## src/rtl/axis_rotate_pipe.sv

```systemverilog
// AXI4-Stream lane rotator built as a registered log-shifter: stage j rotates by 2^j lanes.
// Control comes from tuser per beat, or is latched at packet start when PACKET_MODE is set.
module axis_rotate_pipe #(
   parameter int DATA_WIDTH  = 32,
   parameter int LANE_WIDTH  = 8,
   parameter int TUSER_WIDTH = 8,
   parameter int PACKET_MODE = 0
) (
   input  logic                      aclk,
   input  logic                      aresetn,
   input  logic [DATA_WIDTH-1:0]     s_axis_tdata,
   input  logic [DATA_WIDTH/8-1:0]   s_axis_tkeep,
   input  logic [TUSER_WIDTH-1:0]    s_axis_tuser,
   input  logic                      s_axis_tlast,
   input  logic                      s_axis_tvalid,
   output logic                      s_axis_tready,
   output logic [DATA_WIDTH-1:0]     m_axis_tdata,
   output logic [DATA_WIDTH/8-1:0]   m_axis_tkeep,
   output logic [TUSER_WIDTH-1:0]    m_axis_tuser,
   output logic                      m_axis_tlast,
   output logic                      m_axis_tvalid,
   input  logic                      m_axis_tready
);

   localparam int N       = DATA_WIDTH / LANE_WIDTH;
   localparam int KW      = DATA_WIDTH / 8;
   localparam int KL      = LANE_WIDTH / 8;
   localparam int AMT_W   = (N > 1) ? $clog2(N) : 1;
   localparam int LATENCY = AMT_W;

   localparam logic [0:0] ST_IDLE   = 1'b0;
   localparam logic [0:0] ST_IN_PKT = 1'b1;

   function automatic logic [AMT_W-1:0] amt_of(input logic [TUSER_WIDTH-1:0] u);
      logic [31:0] t;
      t = 32'(u[AMT_W-1:0]) % 32'(N);
      return t[AMT_W-1:0];
   endfunction

   // Left moves lane i to lane i+sh (toward the MSB); right is the inverse.
   function automatic logic [DATA_WIDTH-1:0] rot_data(input logic [DATA_WIDTH-1:0] d,
                                                      input int sh, input logic right);
      logic [DATA_WIDTH-1:0] r;
      int src;
      r = '0;
      for (int i = 0; i < N; i++) begin
         if (right) begin
            src = (i + sh) % N;
         end else begin
            src = (i + N - sh) % N;
         end
         r[i*LANE_WIDTH +: LANE_WIDTH] = d[src*LANE_WIDTH +: LANE_WIDTH];
      end
      return r;
   endfunction

   function automatic logic [KW-1:0] rot_keep(input logic [KW-1:0] k,
                                              input int sh, input logic right);
      logic [KW-1:0] r;
      int src;
      r = '0;
      for (int i = 0; i < N; i++) begin
         if (right) begin
            src = (i + sh) % N;
         end else begin
            src = (i + N - sh) % N;
         end
         r[i*KL +: KL] = k[src*KL +: KL];
      end
      return r;
   endfunction

   logic [0:0]             state_q, state_d;
   logic [TUSER_WIDTH-1:0] ctrl_q, ctrl_d;
   logic [TUSER_WIDTH-1:0] eff_ctrl_s;
   logic                   in_hs_s;

   logic [LATENCY-1:0]     vld_q;
   logic [LATENCY-1:0]     last_q;
   logic [LATENCY-1:0]     rdy_s;
   logic [DATA_WIDTH-1:0]  data_q [LATENCY];
   logic [KW-1:0]          keep_q [LATENCY];
   logic [TUSER_WIDTH-1:0] user_q [LATENCY];
   logic [AMT_W-1:0]       amt_q  [LATENCY];

   logic [LATENCY-1:0]     in_vld_s;
   logic [LATENCY-1:0]     in_last_s;
   logic [DATA_WIDTH-1:0]  in_data_s [LATENCY];
   logic [KW-1:0]          in_keep_s [LATENCY];
   logic [TUSER_WIDTH-1:0] in_user_s [LATENCY];
   logic [AMT_W-1:0]       in_amt_s  [LATENCY];
   logic [DATA_WIDTH-1:0]  data_d    [LATENCY];
   logic [KW-1:0]          keep_d    [LATENCY];

   // Ready chain computed from the output side back; a bubble anywhere downstream frees a stage.
   always_comb begin
      logic acc;
      acc = m_axis_tready;
      for (int j = LATENCY - 1; j >= 0; j--) begin
         acc      = acc || !vld_q[j];
         rdy_s[j] = acc;
      end
      s_axis_tready = aresetn && rdy_s[0];
      in_hs_s       = s_axis_tvalid && s_axis_tready;
   end

   // Effective control and packet FSM next state.
   always_comb begin
      state_d = state_q;
      ctrl_d  = ctrl_q;
      if ((PACKET_MODE != 0) && (state_q == ST_IN_PKT)) begin
         eff_ctrl_s = ctrl_q;
      end else begin
         eff_ctrl_s = s_axis_tuser;
      end
      if ((PACKET_MODE != 0) && in_hs_s) begin
         case (state_q)
            ST_IDLE: begin
               if (!s_axis_tlast) begin
                  state_d = ST_IN_PKT;
                  ctrl_d  = s_axis_tuser;
               end else begin
                  state_d = ST_IDLE;
               end
            end
            ST_IN_PKT: begin
               if (s_axis_tlast) begin
                  state_d = ST_IDLE;
               end else begin
                  state_d = ST_IN_PKT;
               end
            end
            default: state_d = ST_IDLE;
         endcase
      end else begin
         state_d = state_q;
      end
   end

   // Stage inputs and the conditional per-stage rotation.
   always_comb begin
      in_vld_s[0]  = s_axis_tvalid;
      in_last_s[0] = s_axis_tlast;
      in_data_s[0] = s_axis_tdata;
      in_keep_s[0] = s_axis_tkeep;
      in_user_s[0] = eff_ctrl_s;
      in_amt_s[0]  = amt_of(eff_ctrl_s);
      for (int j = 1; j < LATENCY; j++) begin
         in_vld_s[j]  = vld_q[j-1];
         in_last_s[j] = last_q[j-1];
         in_data_s[j] = data_q[j-1];
         in_keep_s[j] = keep_q[j-1];
         in_user_s[j] = user_q[j-1];
         in_amt_s[j]  = amt_q[j-1];
      end
      for (int j = 0; j < LATENCY; j++) begin
         if (in_amt_s[j][j]) begin
            data_d[j] = rot_data(in_data_s[j], (1 << j) % N, in_user_s[j][TUSER_WIDTH-1]);
            keep_d[j] = rot_keep(in_keep_s[j], (1 << j) % N, in_user_s[j][TUSER_WIDTH-1]);
         end else begin
            data_d[j] = in_data_s[j];
            keep_d[j] = in_keep_s[j];
         end
      end
   end

   // Pipeline and packet state registers; payload only moves with a valid beat.
   always_ff @(posedge aclk or negedge aresetn) begin
      if (!aresetn) begin
         state_q <= ST_IDLE;
         ctrl_q  <= '0;
         vld_q   <= '0;
         last_q  <= '0;
         for (int j = 0; j < LATENCY; j++) begin
            data_q[j] <= '0;
            keep_q[j] <= '0;
            user_q[j] <= '0;
            amt_q[j]  <= '0;
         end
      end else begin
         state_q <= state_d;
         ctrl_q  <= ctrl_d;
         for (int j = 0; j < LATENCY; j++) begin
            if (rdy_s[j]) begin
               vld_q[j] <= in_vld_s[j];
               if (in_vld_s[j]) begin
                  last_q[j] <= in_last_s[j];
                  data_q[j] <= data_d[j];
                  keep_q[j] <= keep_d[j];
                  user_q[j] <= in_user_s[j];
                  amt_q[j]  <= in_amt_s[j];
               end
            end
         end
      end
   end

   assign m_axis_tvalid = vld_q[LATENCY-1];
   assign m_axis_tlast  = last_q[LATENCY-1];
   assign m_axis_tdata  = data_q[LATENCY-1];
   assign m_axis_tkeep  = keep_q[LATENCY-1];
   assign m_axis_tuser  = user_q[LATENCY-1];

endmodule

```

## config.mk

```make
export PLATFORM = sky130hd
export DESIGN_NAME = axis_rotate_pipe
export DESIGN_NICKNAME = d
export VERILOG_FILES = /design/src/rtl/axis_rotate_pipe.sv
export SDC_FILE = /design/constraint.sdc
export NUM_CORES = 1
export LEC_CHECK = 0
export CAP_MARGIN = 20
export CORE_MARGIN = 5
export CORE_UTILIZATION = 52
export DETAILED_ROUTE_END_ITERATION = 16
export PLACE_DENSITY = 0.8
export SLEW_MARGIN = 0
export SYNTH_ARGS = -nofsm -noshare
export SYNTH_HDL_FRONTEND = slang
export SYNTH_SLANG_ARGS = --single-unit
```

## constraint.sdc

```tcl
create_clock -name aclk -period 1.95 [get_ports aclk]
set_clock_uncertainty 0.2 [all_clocks]
set_input_delay 0.39 -clock aclk [delete_from_list [all_inputs] [get_ports aclk]]
set_output_delay 0.39 -clock aclk [all_outputs]
set_load 0.005 [all_outputs]
```

==> results of run 1 <==
==> state kept, by name, summed over array words and instances (netlist names) <==
name and count:
data_q 32, in_keep_s 4, in_user_s 8, m_axis_tkeep 4
m_axis_tdata 32, vld_q 2, last_q 2, m_axis_tuser 8
==> power by group <==
group	switching (mW)	internal, mW	total (mW)
Combinational	0.673	1.03	1.70
Sequential	0.287	2.33	2.62
Clock	0.641	0.665	1.31
==> timing repair <==
| item | 4_1_cts | 5_1_grt |
|---|---|---|
| gates resized for setup | 3 | 0 |
| buffers inserted | 0 | 1 |
| hold endpoints to repair | 92 | 0 |
| endpoints found under the setup margin | 1 | 1 |
| hold buffers | 1 | 0 |
==> kinds of logic after synthesis <==
group	synth area share (%)
multiplexers	27.27
AND/OR/NAND/NOR	3.825
flip-flops	47.24
AO/OA/AOI/OAI	12.02
buffers and inverters	9.653
==> worst max path at each step <==
stage / startpoint / to / slack [ns] / depth (start not counted)
floorplan: m_axis_tready / data_q[62] / 0.39 / 4
global placement: m_axis_tready / s_axis_tready / -0.24 / 4
detailed placement: m_axis_tready / s_axis_tready / -0.25 / 4
CTS: vld_q[1] / m_axis_tvalid / 0.04 / 1
global route: vld_q[1] / m_axis_tvalid / 0.01 / 1
finish: vld_q[1] / m_axis_tvalid / 0.08 / 1
==> layout by cell type, fill, tap and decap left out, types with 7 or more instances in the layout <==
master | Yosys | final
dfrtp_1 | 92 | 90
clkdlybuf4s50_1 | 0 | 90
mux2i_1 | 72 | 72
a21oi_1 | 72 | 72
mux2_2 | 43 | 43
nor2_1 | 36 | 36
a31oi_1 | 36 | 36
mux2_1 | 11 | 11
clkbuf_8 | 0 | 11
buf_12 | 0 | 9
buf_4 | 35 | 7
==> metal layers <==
| metal | share of wire (%) | GRT usage [%] | up-vias |
|---|---|---|---|
| met5 | 0 | 0 | - |
| met4 | 1.4 | 6.301 | 0 |
| met3 | 5.1 | 3.191 | 8 |
| met2 | 47 | 29.72 | 89 |
| met1 | 46 | 26.59 | 1629 |
| li1 | - | - | 1663 |
==> area by class of cell <==
cell class              instances  area (µm²)  share of cell area (%)
flip-flops and latches         92        2305                   38.86
multi-input cells             277        2112                   35.61
repair buffers                111        1171                   19.75
clock buffers                  13       158.9                   2.679
well taps                     111       138.9                   2.342
clock inverters                 3       45.04                  0.7595
==> metrics by stage <==
| step | power, mW | std cells | hold WS [ns] |
|---|---|---|---|
| finish | 5.625 | 607 | 0.2967 |
| global route | 5.944 | 607 | 0.3071 |
| CTS | 5.679 | 606 | 0.3001 |
| detailed placement | 4.376 | 589 | 0.2804 |
| global placement | 4.301 | 589 | 0.2695 |
| floorplan | 3.667 | 437 | -0.1056 |
==> flow_summary.yaml, run 1 <==
cells_and_area:
  drive_gt1_share_pct: 16.13
  syn2layout_area_growth_pct: 21.69
  final_util_pct: 64.49
  final_net_count: 540
  fillers: 732
  antennaDiodeCount: 0
  design_area_um2: 5931
logic_synthesis:
  netlist_top_cells_count: "dfrtp_1, a21oi_1, mux2i_1"
  netlist_top_cells_area: "dfrtp_1, mux2i_1, mux2_2"
  avgSynthCellArea_um2: 11.15
  netlist_area_um2: 4873
  yosys_most_used_dff: "dfrtp_1"
  syn_nets: 486
  syn_inst: 437
  synth_edf_count: 0
  ys_types: 17
  synth_top_area_share_pct: 47.24
  synth_top_area_cell: "dfrtp_1"
  seq_area_frac_synth_pct: 47.24
  async_flop_share_pct: 100.0
  yosysWarnings: 0
  synth_seq_cells: 92
  yosysMostFrequentCell: "dfrtp_1"
critical_path:
  path_cells: "clkdlybuf4s50_1"
  reg2regPathDepth: 5
  startpoint_type: "flop"
  reg2reg_slack_ns: 0.35
  r2r_start: "vld_q[1]"
  worstSetupPathType: "reg2out"
  arrival_ns: 1.28
  r2r-end: "data_q[36]"
  worstPathMaxFanout: 3
  crit_buf_inv: 1
  critPathTopFamily: "buffers and inverters"
  cp-end-kind: "primary output"
  worstPathRequired_ns: 1.36
  cpMaxStageDelayCell: "clkdlybuf4s50_1"
  max_stage_delay_ns: 0.52
min_path:
  hold_end: "in_user_s[6]"
  min-delay-start: "in_user_s[6]"
  hp-class: "reg2reg"
  whs_path_depth: 1
clock_network:
  path_clk_slew_ns: 0.09
  clock_sinks: 92
  tritoncts: "yes"
  cts_buffer_depth: 2
  cts_max_level: 3
  numCtsBuffers: 9
  clk-insertion-delay-late_ns: 0.35
  root_buffer: "clkbuf_8"
sta:
  fmax_ghz: 0.5336
  relSlewSlack_pct: 55.83
  tightest_slew_ns: 0.6626
  fin_crit_sh_pct: 96.11
  hold_viol: 0
  drv_slew: 0
  finalSetupViolCount: 0
  rsz0062_at_grt: "no"
  worst_slack_ns: 0.07586
  min_period_ns: 1.874
  fin_tns_setup_ns: 0
grt:
  antenna_found_initial: 0
  grt-ovfl-total: 0
  grt_pass1_wl_um: 17000
  grt.total_usage_pct: 18.87
  grt_max_degree: 93
  grt_pass1_vias: 3338
job:
  drv_cap: 0
die:
  rows: 35
  die-height_um: 106.8
  die_w_um: 106.8
  placeableCoreArea_um2: 9196
  num_io_pins: 96
  start_util_pct: 52.99
  die_area_um2: 11410
routing:
  wl_per_cell_um: 17.24
  ant_nets: 0
  routed_wl_um: 10470
  vias_per_cell: 5.583
  dr_total_vias: 3389
  drc_errors: 0
  first_pass_iters: 4
  drt_iter0_drc: 151
power:
  power.leakage_nw: 2.514
  vdd_drop_max_mv: 0.4038
  powerDensity_nw_per_um2: 948.5
placement:
  numPortBuffers: 95
  gp_congestion: 0.8213
  dp_slack_ns: -0.2518
  dpl.hpwl_um: 7670
  post_dp_cell_area_um2: 5703
run_status:
  status: "complete, no violations"
Note: power is estimated with default switching activity, not from simulation.
==> run 2: changes to the inputs <==
- clock period: 1.95 -> 2 ns (I/O delays scaled with it)
==> run 2 against run 1 <==
Cell area decreased by 0.53%; critical path depth unchanged; total power decreased by 2.7%; global-route usage increased by 0.40 points; non-clock buffer count decreased by 1; clock-buffer cell count decreased by 1; first-iteration DRC count increased by 65%; register-to-register slack about the same; setup slack about the same; wire length decreased by 0.42%; sequential cell count unchanged; clock power decreased by 4%.
==> flow_summary.yaml, run 2 (synthesis gave the netlist of run 1 again) <==
routing:
  highest_layer: "met4"
  wl_met3_um: 522
  wl_per_cell_um: 17.22
  drt_iter0_drc: 249
  routed_wl_um: 10420
  first_pass_iters: 4
  wl_met1_um: 4967
  wl_met2_um: 4785
  drc_errors: 0
  dr_total_vias: 3375
  ant_nets: 0
  vias_per_cell: 5.579
sta:
  fin_crit_sh_pct: 96.22
  worst_slack_ns: 0.07560
  hold_viol: 0
  relSlewSlack_pct: 56.36
  finalSetupViolCount: 0
  drv_slew: 0
  min_period_ns: 1.924
  fin_hold_ws_ns: 0.2738
  fmax_ghz: 0.5196
  rsz0062_at_grt: "no"
  tightest_slew_ns: 0.6546
cells_and_area:
  syn2layout_area_growth_pct: 21.05
  design_area_um2: 5899
  drive_gt1_share_pct: 15.99
  final_util_pct: 64.15
  mostFrequentLayoutCells: "dfrtp_1, clkdlybuf4s50_1, mux2i_1, a21oi_1, mux2_2"
  final_net_count: 539
  antennaDiodeCount: 0
placement:
  gp_congestion: 0.7651
  post_dp_cell_area_um2: 5678
  dpl.hpwl_um: 7596
  dp_slack_ns: -0.2285
  numPortBuffers: 95
power:
  power_frac_clock_pct: 23.0
  vdd_drop_max_mv: 0.4863
  combPwrFrac_pct: 29.9
  p_seq_share_pct: 47.1
  powerDensity_nw_per_um2: 927.8
  finalPower_mw: 5.473
  switching_share_pct: 28.50
  intPower_mw: 3.913
  power.leakage_nw: 2.511
  p_sw_mw: 1.560
critical_path:
  worstPathMaxFanout: 3
  max_stage_delay_ns: 0.54
  reg2reg_slack_ns: 0.34
  startpoint_type: "flop"
  crit_start: "vld_q[1]"
  worstSetupPathType: "reg2out"
  path_cells: "clkdlybuf4s50_1"
  reg2regPathDepth: 5
  arrival_ns: 1.32
  r2r_start: "vld_q[1]"
  critPathTopFamily: "buffers and inverters"
  worstPathRequired_ns: 1.40
  cp-end-kind: "primary output"
  worstSetupEndpoint: "m_axis_tvalid"
  crit_buf_inv: 1
  r2r-end: "data_q[60]"
  cp.depth: 1
  cpMaxStageDelayCell: "clkdlybuf4s50_1"
clock_network:
  clk-insertion-delay-late_ns: 0.35
  cts_buffer_depth: 2
  clock_sinks: 92
  path_clk_slew_ns: 0.09
  root_buffer: "clkbuf_8"
  tritoncts: "yes"
  cts_max_level: 3
  numCtsBuffers: 9
grt:
  grt_pass1_vias: 3385
  grt_max_degree: 93
  antenna_found_initial: 0
  grt.total_usage_pct: 19.27
  grt_pass1_wl_um: 17530
  grt-ovfl-total: 0
die:
  num_io_pins: 96
  die_area_um2: 11410
  die_w_um: 106.8
  rows: 35
  placeableCoreArea_um2: 9196
  die-height_um: 106.8
  start_util_pct: 52.99
min_path:
  hp-class: "in2reg"
run_status:
  status: "complete, no violations"
job:
  drv_cap: 0
[run 2: timing repair]
action / in CTS / in global routing
setup endpoints to repair: 1 / 1
hold buffers: 1 / 0
gates resized for setup: 2 / 1
buffers inserted: 0 / 0
endpoints found under the hold margin: 92 / 0
[run 2: power groups by stage]
stage	registers (mW)	logic (mW)	clock network, mW
finish	2.58	1.63	1.26
global route	2.64	1.78	1.37
detailed placement	2.61	1.65	0
floorplan	2.50	1.08	0
global placement	2.59	1.60	0
CTS	2.58	1.66	1.29
[run 2: cell type report]
| cell class | instances | area, µm² |
|---|---|---|
| repair buffers | 110 | 1142 |
| well taps | 111 | 138.9 |
| flip-flops and latches | 92 | 2305 |
| fillers | 726 | 3297 |
| clock inverters | 3 | 46.29 |
| clock buffers | 12 | 155.1 |
| multi-input cells | 277 | 2112 |
[run 2: worst min-delay path by stage]
stage | depth (start not counted) | endpoint | slack, ns | startpoint
CTS | 1 | in_user_s[7] | 0.30 | in_user_s[7]
floorplan | 0 | data_q[32] | -0.1 | aresetn
detailed placement | 1 | in_user_s[2] | 0.28 | in_user_s[2]
global route | 4 | vld_q[0] | 0.28 | m_axis_tready
finish | 4 | vld_q[0] | 0.27 | m_axis_tready
global placement | 1 | in_user_s[2] | 0.27 | in_user_s[2]
[run 2: metrics by stage]
step                      cells  TNS [ns]
after CTS                   605         0
final                       605         0
after floorplan             437         0
after detailed placement    589    -6.990
after global routing        605         0
after global placement      589    -5.306
[run 2: per-layer routing]
layer | vias up | track usage [%]
met5 | - | 0
met4 | 0 | 5.388
met3 | 9 | 3.672
met2 | 86 | 28.51
met1 | 1627 | 28.92
li1 | 1653 | -
